### src/rtl/mult_div_pkg.sv
// Shared constants for the sequential signed multiply/divide unit:
// FSM state encoding, operation codes and the iteration counter sizing.
package mult_div_pkg;

  localparam logic [1:0] S_IDLE   = 2'd0;
  localparam logic [1:0] S_MULT   = 2'd1;
  localparam logic [1:0] S_DIV    = 2'd2;
  localparam logic [1:0] S_FINISH = 2'd3;

  localparam logic OP_MULT = 1'b0;
  localparam logic OP_DIV  = 1'b1;

  // One extra bit so the counter can hold the full iteration count.
  function automatic int cnt_width(input int width);
    return $clog2(width) + 1;
  endfunction

endpackage

### src/rtl/mult_div_restore_step.sv
// One restoring-division iteration on magnitudes: shift R:Q left, trial
// subtract the divisor, keep the result and set the quotient bit if non-negative.
module div_restore_step #(
  parameter int WIDTH = 32
) (
  input  logic [WIDTH:0]   i_r,
  input  logic [WIDTH-1:0] i_q,
  input  logic [WIDTH-1:0] i_d,
  output logic [WIDTH:0]   o_r,
  output logic [WIDTH-1:0] o_q
);

  logic [WIDTH:0] w_shift_r;
  logic [WIDTH:0] w_trial;

  // R stays below |d| <= 2^(WIDTH-1), so the shifted value fits WIDTH bits and
  // the MSB of the WIDTH+1-bit trial is a true sign bit.
  assign w_shift_r = {i_r[WIDTH-1:0], i_q[WIDTH-1]};
  assign w_trial   = w_shift_r - {1'b0, i_d};

  always_comb begin
    o_r = w_shift_r;
    o_q = {i_q[WIDTH-2:0], 1'b0};
    if (!w_trial[WIDTH]) begin
      o_r = w_trial;
      o_q = {i_q[WIDTH-2:0], 1'b1};
    end
  end

endmodule

### src/rtl/mult_div.sv
// Sequential signed multiply (radix-2 Booth) / divide (restoring) unit that
// produces the HI/LO result pair; one-cycle done pulse, div0 flag for x/0.
module mult_div
  import mult_div_pkg::*;
#(
  parameter int WIDTH = 32
) (
  input  logic             clk,
  input  logic             reset,
  input  logic             start,
  input  logic             op,
  input  logic [WIDTH-1:0] a_in,
  input  logic [WIDTH-1:0] b_in,
  output logic             busy,
  output logic             done,
  output logic             div0,
  output logic [WIDTH-1:0] hi_out,
  output logic [WIDTH-1:0] lo_out,
  output logic [1:0]       dbg_state
);

  localparam int CW = cnt_width(WIDTH);
  localparam logic [CW-1:0] LAST = CW'(WIDTH - 1);

  logic [1:0]       r_state;
  logic [CW-1:0]    r_cnt;
  logic             r_op;
  logic [WIDTH:0]   r_acc;   // Booth accumulator, or partial remainder R
  logic [WIDTH-1:0] r_q;     // multiplier / quotient shift register
  logic             r_qm1;
  logic [WIDTH-1:0] r_m;     // multiplicand, or divisor magnitude
  logic             r_q_neg;
  logic             r_r_neg;
  logic             r_div0_flag;
  logic             r_busy;
  logic             r_done;
  logic             r_div0;
  logic [WIDTH-1:0] r_hi;
  logic [WIDTH-1:0] r_lo;

  logic [WIDTH-1:0] w_a_mag;
  logic [WIDTH-1:0] w_b_mag;
  logic [WIDTH:0]   w_m_ext;
  logic [WIDTH:0]   w_booth_sum;
  logic [WIDTH:0]   w_div_r;
  logic [WIDTH-1:0] w_div_q;

  // Negating the most negative value yields the same bit pattern, which is
  // exactly its unsigned magnitude.
  assign w_a_mag = a_in[WIDTH-1] ? (-a_in) : a_in;
  assign w_b_mag = b_in[WIDTH-1] ? (-b_in) : b_in;
  assign w_m_ext = {r_m[WIDTH-1], r_m};

  always_comb begin
    w_booth_sum = r_acc;
    case ({r_q[0], r_qm1})
      2'b01:   w_booth_sum = r_acc + w_m_ext;
      2'b10:   w_booth_sum = r_acc - w_m_ext;
      default: w_booth_sum = r_acc;
    endcase
  end

  div_restore_step #(.WIDTH(WIDTH)) u_div_step (
    .i_r (r_acc),
    .i_q (r_q),
    .i_d (r_m),
    .o_r (w_div_r),
    .o_q (w_div_q)
  );

  always_ff @(posedge clk or posedge reset) begin
    if (reset) begin
      r_state     <= S_IDLE;
      r_cnt       <= '0;
      r_op        <= OP_MULT;
      r_acc       <= '0;
      r_q         <= '0;
      r_qm1       <= 1'b0;
      r_m         <= '0;
      r_q_neg     <= 1'b0;
      r_r_neg     <= 1'b0;
      r_div0_flag <= 1'b0;
      r_busy      <= 1'b0;
      r_done      <= 1'b0;
      r_div0      <= 1'b0;
      r_hi        <= '0;
      r_lo        <= '0;
    end else begin
      r_done <= 1'b0;
      r_div0 <= 1'b0;
      case (r_state)
        S_IDLE: begin
          if (start) begin
            r_busy      <= 1'b1;
            r_cnt       <= '0;
            r_op        <= op;
            r_acc       <= '0;
            r_qm1       <= 1'b0;
            r_div0_flag <= 1'b0;
            if (op == OP_MULT) begin
              r_q     <= b_in;
              r_m     <= a_in;
              r_state <= S_MULT;
            end else begin
              r_q     <= w_a_mag;
              r_m     <= w_b_mag;
              r_q_neg <= a_in[WIDTH-1] ^ b_in[WIDTH-1];
              r_r_neg <= a_in[WIDTH-1];
              if (b_in == '0) begin
                r_div0_flag <= 1'b1;
                r_state     <= S_FINISH;
              end else begin
                r_state <= S_DIV;
              end
            end
          end
        end
        S_MULT: begin
          // Arithmetic shift right of acc:Q:q_-1 after the add/subtract.
          r_acc <= {w_booth_sum[WIDTH], w_booth_sum[WIDTH:1]};
          r_q   <= {w_booth_sum[0], r_q[WIDTH-1:1]};
          r_qm1 <= r_q[0];
          r_cnt <= r_cnt + 1'b1;
          if (r_cnt == LAST) r_state <= S_FINISH;
        end
        S_DIV: begin
          r_acc <= w_div_r;
          r_q   <= w_div_q;
          r_cnt <= r_cnt + 1'b1;
          if (r_cnt == LAST) r_state <= S_FINISH;
        end
        S_FINISH: begin
          r_done  <= 1'b1;
          r_div0  <= r_div0_flag;
          r_busy  <= 1'b0;
          r_state <= S_IDLE;
          if (!r_div0_flag) begin
            if (r_op == OP_MULT) begin
              r_hi <= r_acc[WIDTH-1:0];
              r_lo <= r_q;
            end else begin
              r_hi <= r_r_neg ? (-r_acc[WIDTH-1:0]) : r_acc[WIDTH-1:0];
              r_lo <= r_q_neg ? (-r_q) : r_q;
            end
          end
        end
        default: r_state <= S_IDLE;
      endcase
    end
  end

  assign busy      = r_busy;
  assign done      = r_done;
  assign div0      = r_div0;
  assign hi_out    = r_hi;
  assign lo_out    = r_lo;
  assign dbg_state = r_state;

endmodule

### config.mk
export PLATFORM = sky130hd
export DESIGN_NAME = mult_div
export DESIGN_NICKNAME = d
export VERILOG_FILES = /design/src/rtl/mult_div_pkg.sv /design/src/rtl/mult_div_restore_step.sv /design/src/rtl/mult_div.sv
export SDC_FILE = /design/constraint.sdc
export NUM_CORES = 1
export LEC_CHECK = 0
export BUFFER_PORTS_ARGS = -buffer_cell sky130_fd_sc_hd__buf_4
export CAP_MARGIN = 25
export CORE_MARGIN = 2
export CORE_UTILIZATION = 40
export CTS_CLUSTER_SIZE = 24
export DETAILED_ROUTE_END_ITERATION = 8
export SLEW_MARGIN = 15
export SYNTH_ARGS = -nofsm -noshare
export SYNTH_HDL_FRONTEND = slang
export SYNTH_SLANG_ARGS = --single-unit
### constraint.sdc
create_clock -name clk -period 17 [get_ports clk]
set_clock_uncertainty 0.2 [all_clocks]
set_input_delay 3.4 -clock clk [delete_from_list [all_inputs] [get_ports clk]]
set_output_delay 3.4 -clock clk [all_outputs]
set_load 0.1 [all_outputs]
# After elaboration in Yosys (flattened, before gate mapping)
# Index checks and enable logic that the tools add are counted.
[op_classes]
n_bitwise = 2
add_sub_neg = 8
n_reduce_logical = 15
n_mux = 30
eq_ne = 8
[ops]
columns = ["operator", "count"]
rows = [
  ["32-bit 2-to-1 mux", 9],
  ["32-bit negator", 4],
  ["33-bit one-hot mux with 3 select lines", 1],
  ["32-bit one-hot mux with 3 select lines", 1],
  ["33-bit 2-to-1 mux", 2],
  ["33-bit one-hot mux with 2 select lines", 1],
  ["33-bit adder", 1],
  ["33-bit by 32-bit subtractor with 33-bit output", 1],
  ["33-bit subtractor", 1],
  ["32-bit logical NOT", 1],
  ["2-bit AND reduction", 7],
  ["6-bit one-hot mux with 2 select lines", 1],
  ["1-bit 2-to-1 mux", 8],
  ["6-bit by 1-bit adder with 6-bit output (second input constant)", 1],
  ["2-bit equality test (second input constant)", 3],
  ["6-bit by 5-bit equality test with 1-bit output (second input constant)", 1],
  ["2-bit 2-to-1 mux", 3],
  ["6-bit 2-to-1 mux", 1],
  ["2-bit one-hot mux with 3 select lines", 1],
  ["2-bit nonzero test", 3],
  ["2-bit by 1-bit equality test with 1-bit output (second input constant)", 2],
  ["1-bit one-hot mux with 2 select lines", 2],
  ["3-bit AND reduction", 1],
  ["3-bit nonzero test", 1],
  ["6 further kinds", 6],
]
[totals]
reg_bits = 177

# Longest topological paths before layout
[depth]
ltp_word = 5
depth_mapped = 22

# By module
# Synthesis repeated with hierarchy kept, for this count alone.
[unflattened]
hier_cells = 1933
hier_area_um2 = 15220.8
[by_module_without_submodules]
columns = ["mod", "seq_area_each_um2", "n_inst", "area_each_um2", "cells_each"]
rows = [
  ["mult_div", 4429.2, 1, 12527.0, 1546],
  ["div_restore_step", 0.0, 1, 2693.8, 387],
]

# Least setup slack after synthesis
# Ideal clock, no wire load.
[synth_timing]
path_kind = "input to register"
startpoint = "input a_in[10]"
endpoint = "register r_q[29]"
setup_slack_ns = 11.140
setup_ns = 0.101
required_ns = 16.699
n_path_buf = 0
t_arrival_ns = 5.559
cell_stages = 10
path_cell_list = "or4_1 or3_1 nor2_1 nand2_1 or2_1 nand2b_4 o31ai_2 xnor2_1 nor2_1 nor4_1"
[synth_between]
elab_chain_cells = 5
[synth_rtl]
columns = ["item", "line_no", "source"]
rows = [
  ["start: declaration", "mult_div.sv:12", "input logic [WIDTH-1:0] a_in,"],
  ["32-bit negator", "mult_div.sv:50", "assign w_a_mag = a_in[WIDTH-1] ? (-a_in) : a_in;"],
  ["32-bit 2-to-1 mux", "mult_div.sv:50", ""],
  ["32-bit 2-to-1 mux", "mult_div.sv:100", "if (op == OP_MULT) begin"],
  ["32-bit 2-to-1 mux", "mult_div.sv:93", "if (start) begin"],
  ["32-bit one-hot mux with 3 select lines", "mult_div.sv:91", "case (r_state)"],
  ["end signal: assignment", "mult_div.sv:101", "r_q <= b_in;"],
  ["end signal: assignment", "mult_div.sv:105", "r_q <= w_a_mag;"],
  ["end signal: assignment", "mult_div.sv:121", "r_q <= {w_booth_sum[0], r_q[WIDTH-1:1]};"],
  ["end: declaration", "mult_div.sv:29", "logic [WIDTH-1:0] r_q;"],
]
# No other way between the ends. The select of a mux whose other input is x is not followed.
# A chain may end at the register's enable or synchronous reset.

# Final worst setup path
[layout_timing]
startpoint = "register r_q[31]"
endpoint = "register r_acc[14]"
[layout_between]
elab_chain_cells = 3
[layout_rtl]
columns = ["item", "line_no", "source"]
rows = [
  ["33-bit by 32-bit subtractor with 33-bit output", "mult_div_restore_step.sv:19", "assign w_trial = w_shift_r - {1'b0, i_d};"],
  ["33-bit 2-to-1 mux", "mult_div_restore_step.sv:24", "if (!w_trial[WIDTH]) begin"],
  ["33-bit one-hot mux with 3 select lines", "mult_div.sv:91", ""],
  ["end signal: assignment", "mult_div.sv:120", "r_acc <= {w_booth_sum[WIDTH], w_booth_sum[WIDTH:1]};"],
  ["end signal: assignment", "mult_div.sv:127", "r_acc <= w_div_r;"],
  ["end: declaration", "mult_div.sv:28", "logic [WIDTH:0] r_acc;"],
]
# No other way between the ends.

==> out/results.ini <==
[route]
drtAntennaViolNets=0
drt_wl_total_um=46900
vias_per_cell=5.83
wl_per_cell_um=19.8
vias=13819
drt_first_pass_iters=7
drc_errors=0
first_iter_violations=1095

[layout]
n_fill_cell=3596
final_common_cell=nand2_1
fin_util_pct=46.0
area_growth_pct=12.9
final_cell_mix=nand2_1, o21ai_0, dfrtp_1
nets=2042
drive_gt1_share_pct=10.9

[job]
drv_cap=0

[placement]
io_buffers=136
pre_cts_slack_ps=10710
place_congestion=0.915
hpwl_um=34900

[synth]
yosys.area_share.adder_pct=6.80
synth_top_family_by_area=compound AO/OA/AOI/OAI gates
synth_edf_count=0
synthFlopType=dfrtp_1
synth_cell_type_count=72
ys_ff_latch=177
seq_area_frac_synth_pct=30.4
syn-cell-area_um2=14600
syn_inst=1841
syn_nets=1987
synth-compound-area-share_pct=26.7
yosys.area_share.simple_pct=17.3
async_reset_ff_share_pct=100
synthXorXnorAreaFrac_pct=12.3
synthMuxAreaShare_pct=1.98
synth_area_per_cell_um2=7.91
yosysWarnings=0

[grt]
grt_start_max_net_pins=120
grt_usage_pct=24.7
grt_pass1_vias=12993
grt_pass1_wl_um=74000
grt-ovfl-total=0
grt_antenna_before_repair=1

[power]
seqPwrFrac_pct=21.5
combPwrFrac_pct=67.4
swShare_pct=56.3
irDropWorstVdd_uv=195
clkPwrFrac_pct=11.1
p_sw_mw=2.06
p_per_area_nw_per_um2=222
p_total_mw=3.65
internal_power_mw=1.60
p_leak_nw=7.15

[sta]
fin_ws_ps=10900
slew_headroom_pct=30.2
setup_violations=0
post-route-period-util_pct=35.9
setup_tns_ps=0
rsz0062_at_grt=false
tightest_slew_ps=1040
min_period_ps=6100
timing.fmax_mhz=164
finalMaxSlewViolations=0
final-hold-violation-count=0

[worst_setup_path]
crit_fanout=34
worstPathRequired_ps=17170
critPathKind=reg -> reg
end_kind=flop
rr_startpoint=r_q[31]
worstSetupStartpoint=r_q[31]
start_kind=flop
cp.arrival_ps=6270

[cts]
cts-buffers-inserted=17
holdBufCountCts=0
clk_pin_slew_ps=70
clk_latency_ps=460
cts_tree=built
cts_setup_buffers=0
post_cts_resized=0
cts_buffer_depth=2
cts_root_buffer=clkbuf_16
htree_levels=4
cts.sinks=177

[die]
die_h_um=195
start_util_pct=40.8
io_pins=137
rows=69
die_area_um2=38000
core_um2=35700
die_w_um=195

[hold_path]
hold_path_class=reg -> reg
hold_path_startpoint=hi_out[26]

[status]
status=complete, no violations

cell families (layout without fill, tap and decap cells):
kind of cell	after synthesis	in the layout
other cells	0	1
xor+xnor	204	204
fa+ha+maj	78	78
flops	177	177
mux	28	28
buf+inv	177	243
simple gates	557	557
compound gates	620	620
state kept, by name (all words and copies together), names as in the netlist, 2 cells and up:
signal / cells
dbg_state: 2
hi_out: 32
lo_out: 32
r_acc: 33
r_cnt: 6
r_m: 32
r_q: 32
worst max-delay path: stages, from the launching register on:
cell and delay [ps]:
dfrtp_1 440, inv_1 210, ha_1 290, inv_1 70, fa_1 410, a21o_1 220, a211oi_2 290, o31ai_1 270
a31oi_1 240, nor2_1 130, a31o_2 270, a2111oi_4 330, o21bai_1 210, a2111oi_2 390, nor3_1 110, ha_1 280
buf_4 300, nor2_1 870, a22oi_1 140, o21ai_0 160, a21oi_1 50, o21ai_0 90
stage by stage:
step	area (um2)	instances	hold slack [ps]
2_1_floorplan	14600	1841	255
3_3_place_gp	15900	2337	263
3_5_place_dp	15900	2338	272
4_1_cts	16400	2368	287
5_1_grt	16400	2368	304
6_report	16400	2369	278
per-layer routing:
layer / vias up / GRT usage, % / routed length, um
met5: - / 0 / 14
met4: 2 / 7.66 / 992
met3: 55 / 4.06 / 2770
met2: 406 / 39.9 / 21400
met1: 6617 / 33.9 / 21700
li1: 6739 / - / -
path summary, 6_finish.rpt:
path	end	slack (ps)	depth (start not counted)
setup / recovery	r_acc[14]	10900	21
hold reg to reg	hi_out[26]	280	2
setup reg to reg	r_acc[14]	10900	21
max in group asynchronous	div0	12460	3
min in group asynchronous	r_acc[1]	2850	2
hold / removal	hi_out[26]	280	2
layout make-up:
type / instances / area [um2] / share of cell area [%]
clock buffer: 19 / 443 / 2.69
timing repair buffer: 146 / 1110 / 6.74
clock inverter: 11 / 129 / 0.784
antenna: 1 / 2.50 / 0.0152
inverter: 67 / 259 / 1.57
sequential: 177 / 4430 / 26.9
tap: 461 / 577 / 3.51
multi-input combinational: 1487 / 9500 / 57.8
power by group through the flow:
| stage | Combinational (mW) | Sequential [mW] | Clock, mW |
|---|---|---|---|
| 2_1_floorplan | 1.48 | 1.14 | 0 |
| 3_3_place_gp | 2.41 | 0.788 | 0 |
| 3_5_place_dp | 2.44 | 0.791 | 0 |
| 4_1_cts | 2.45 | 0.784 | 0.414 |
| 5_1_grt | 2.69 | 0.810 | 0.429 |
| 6_report | 2.46 | 0.787 | 0.405 |
cells in the mapped netlist (all sizes together) (10+ instances only):
cell	count	area [um2]
o41ai	17	171
nand3	21	105
and2	12	75.1
a211oi	10	80.1
a222oi	17	170
a22oi	31	233
mux2i	21	210
and3	13	81.3
nand2b	19	134
ha	76	951
xor2	90	788
o221ai	14	123
a31oi	17	106
o211ai	12	90.1
o31ai	28	215
clkbuf	102	384
a21o	19	143
nand2	268	1010
o21ai	258	1290
nor2	120	450
nor4	15	100
a22o	20	175
or3	14	87.6
inv	66	248
a21oi	123	619
xnor2	114	998
nor3	31	160
dfrtp	177	4430
or4	14	109
Power figures use the tool's default switching activity.
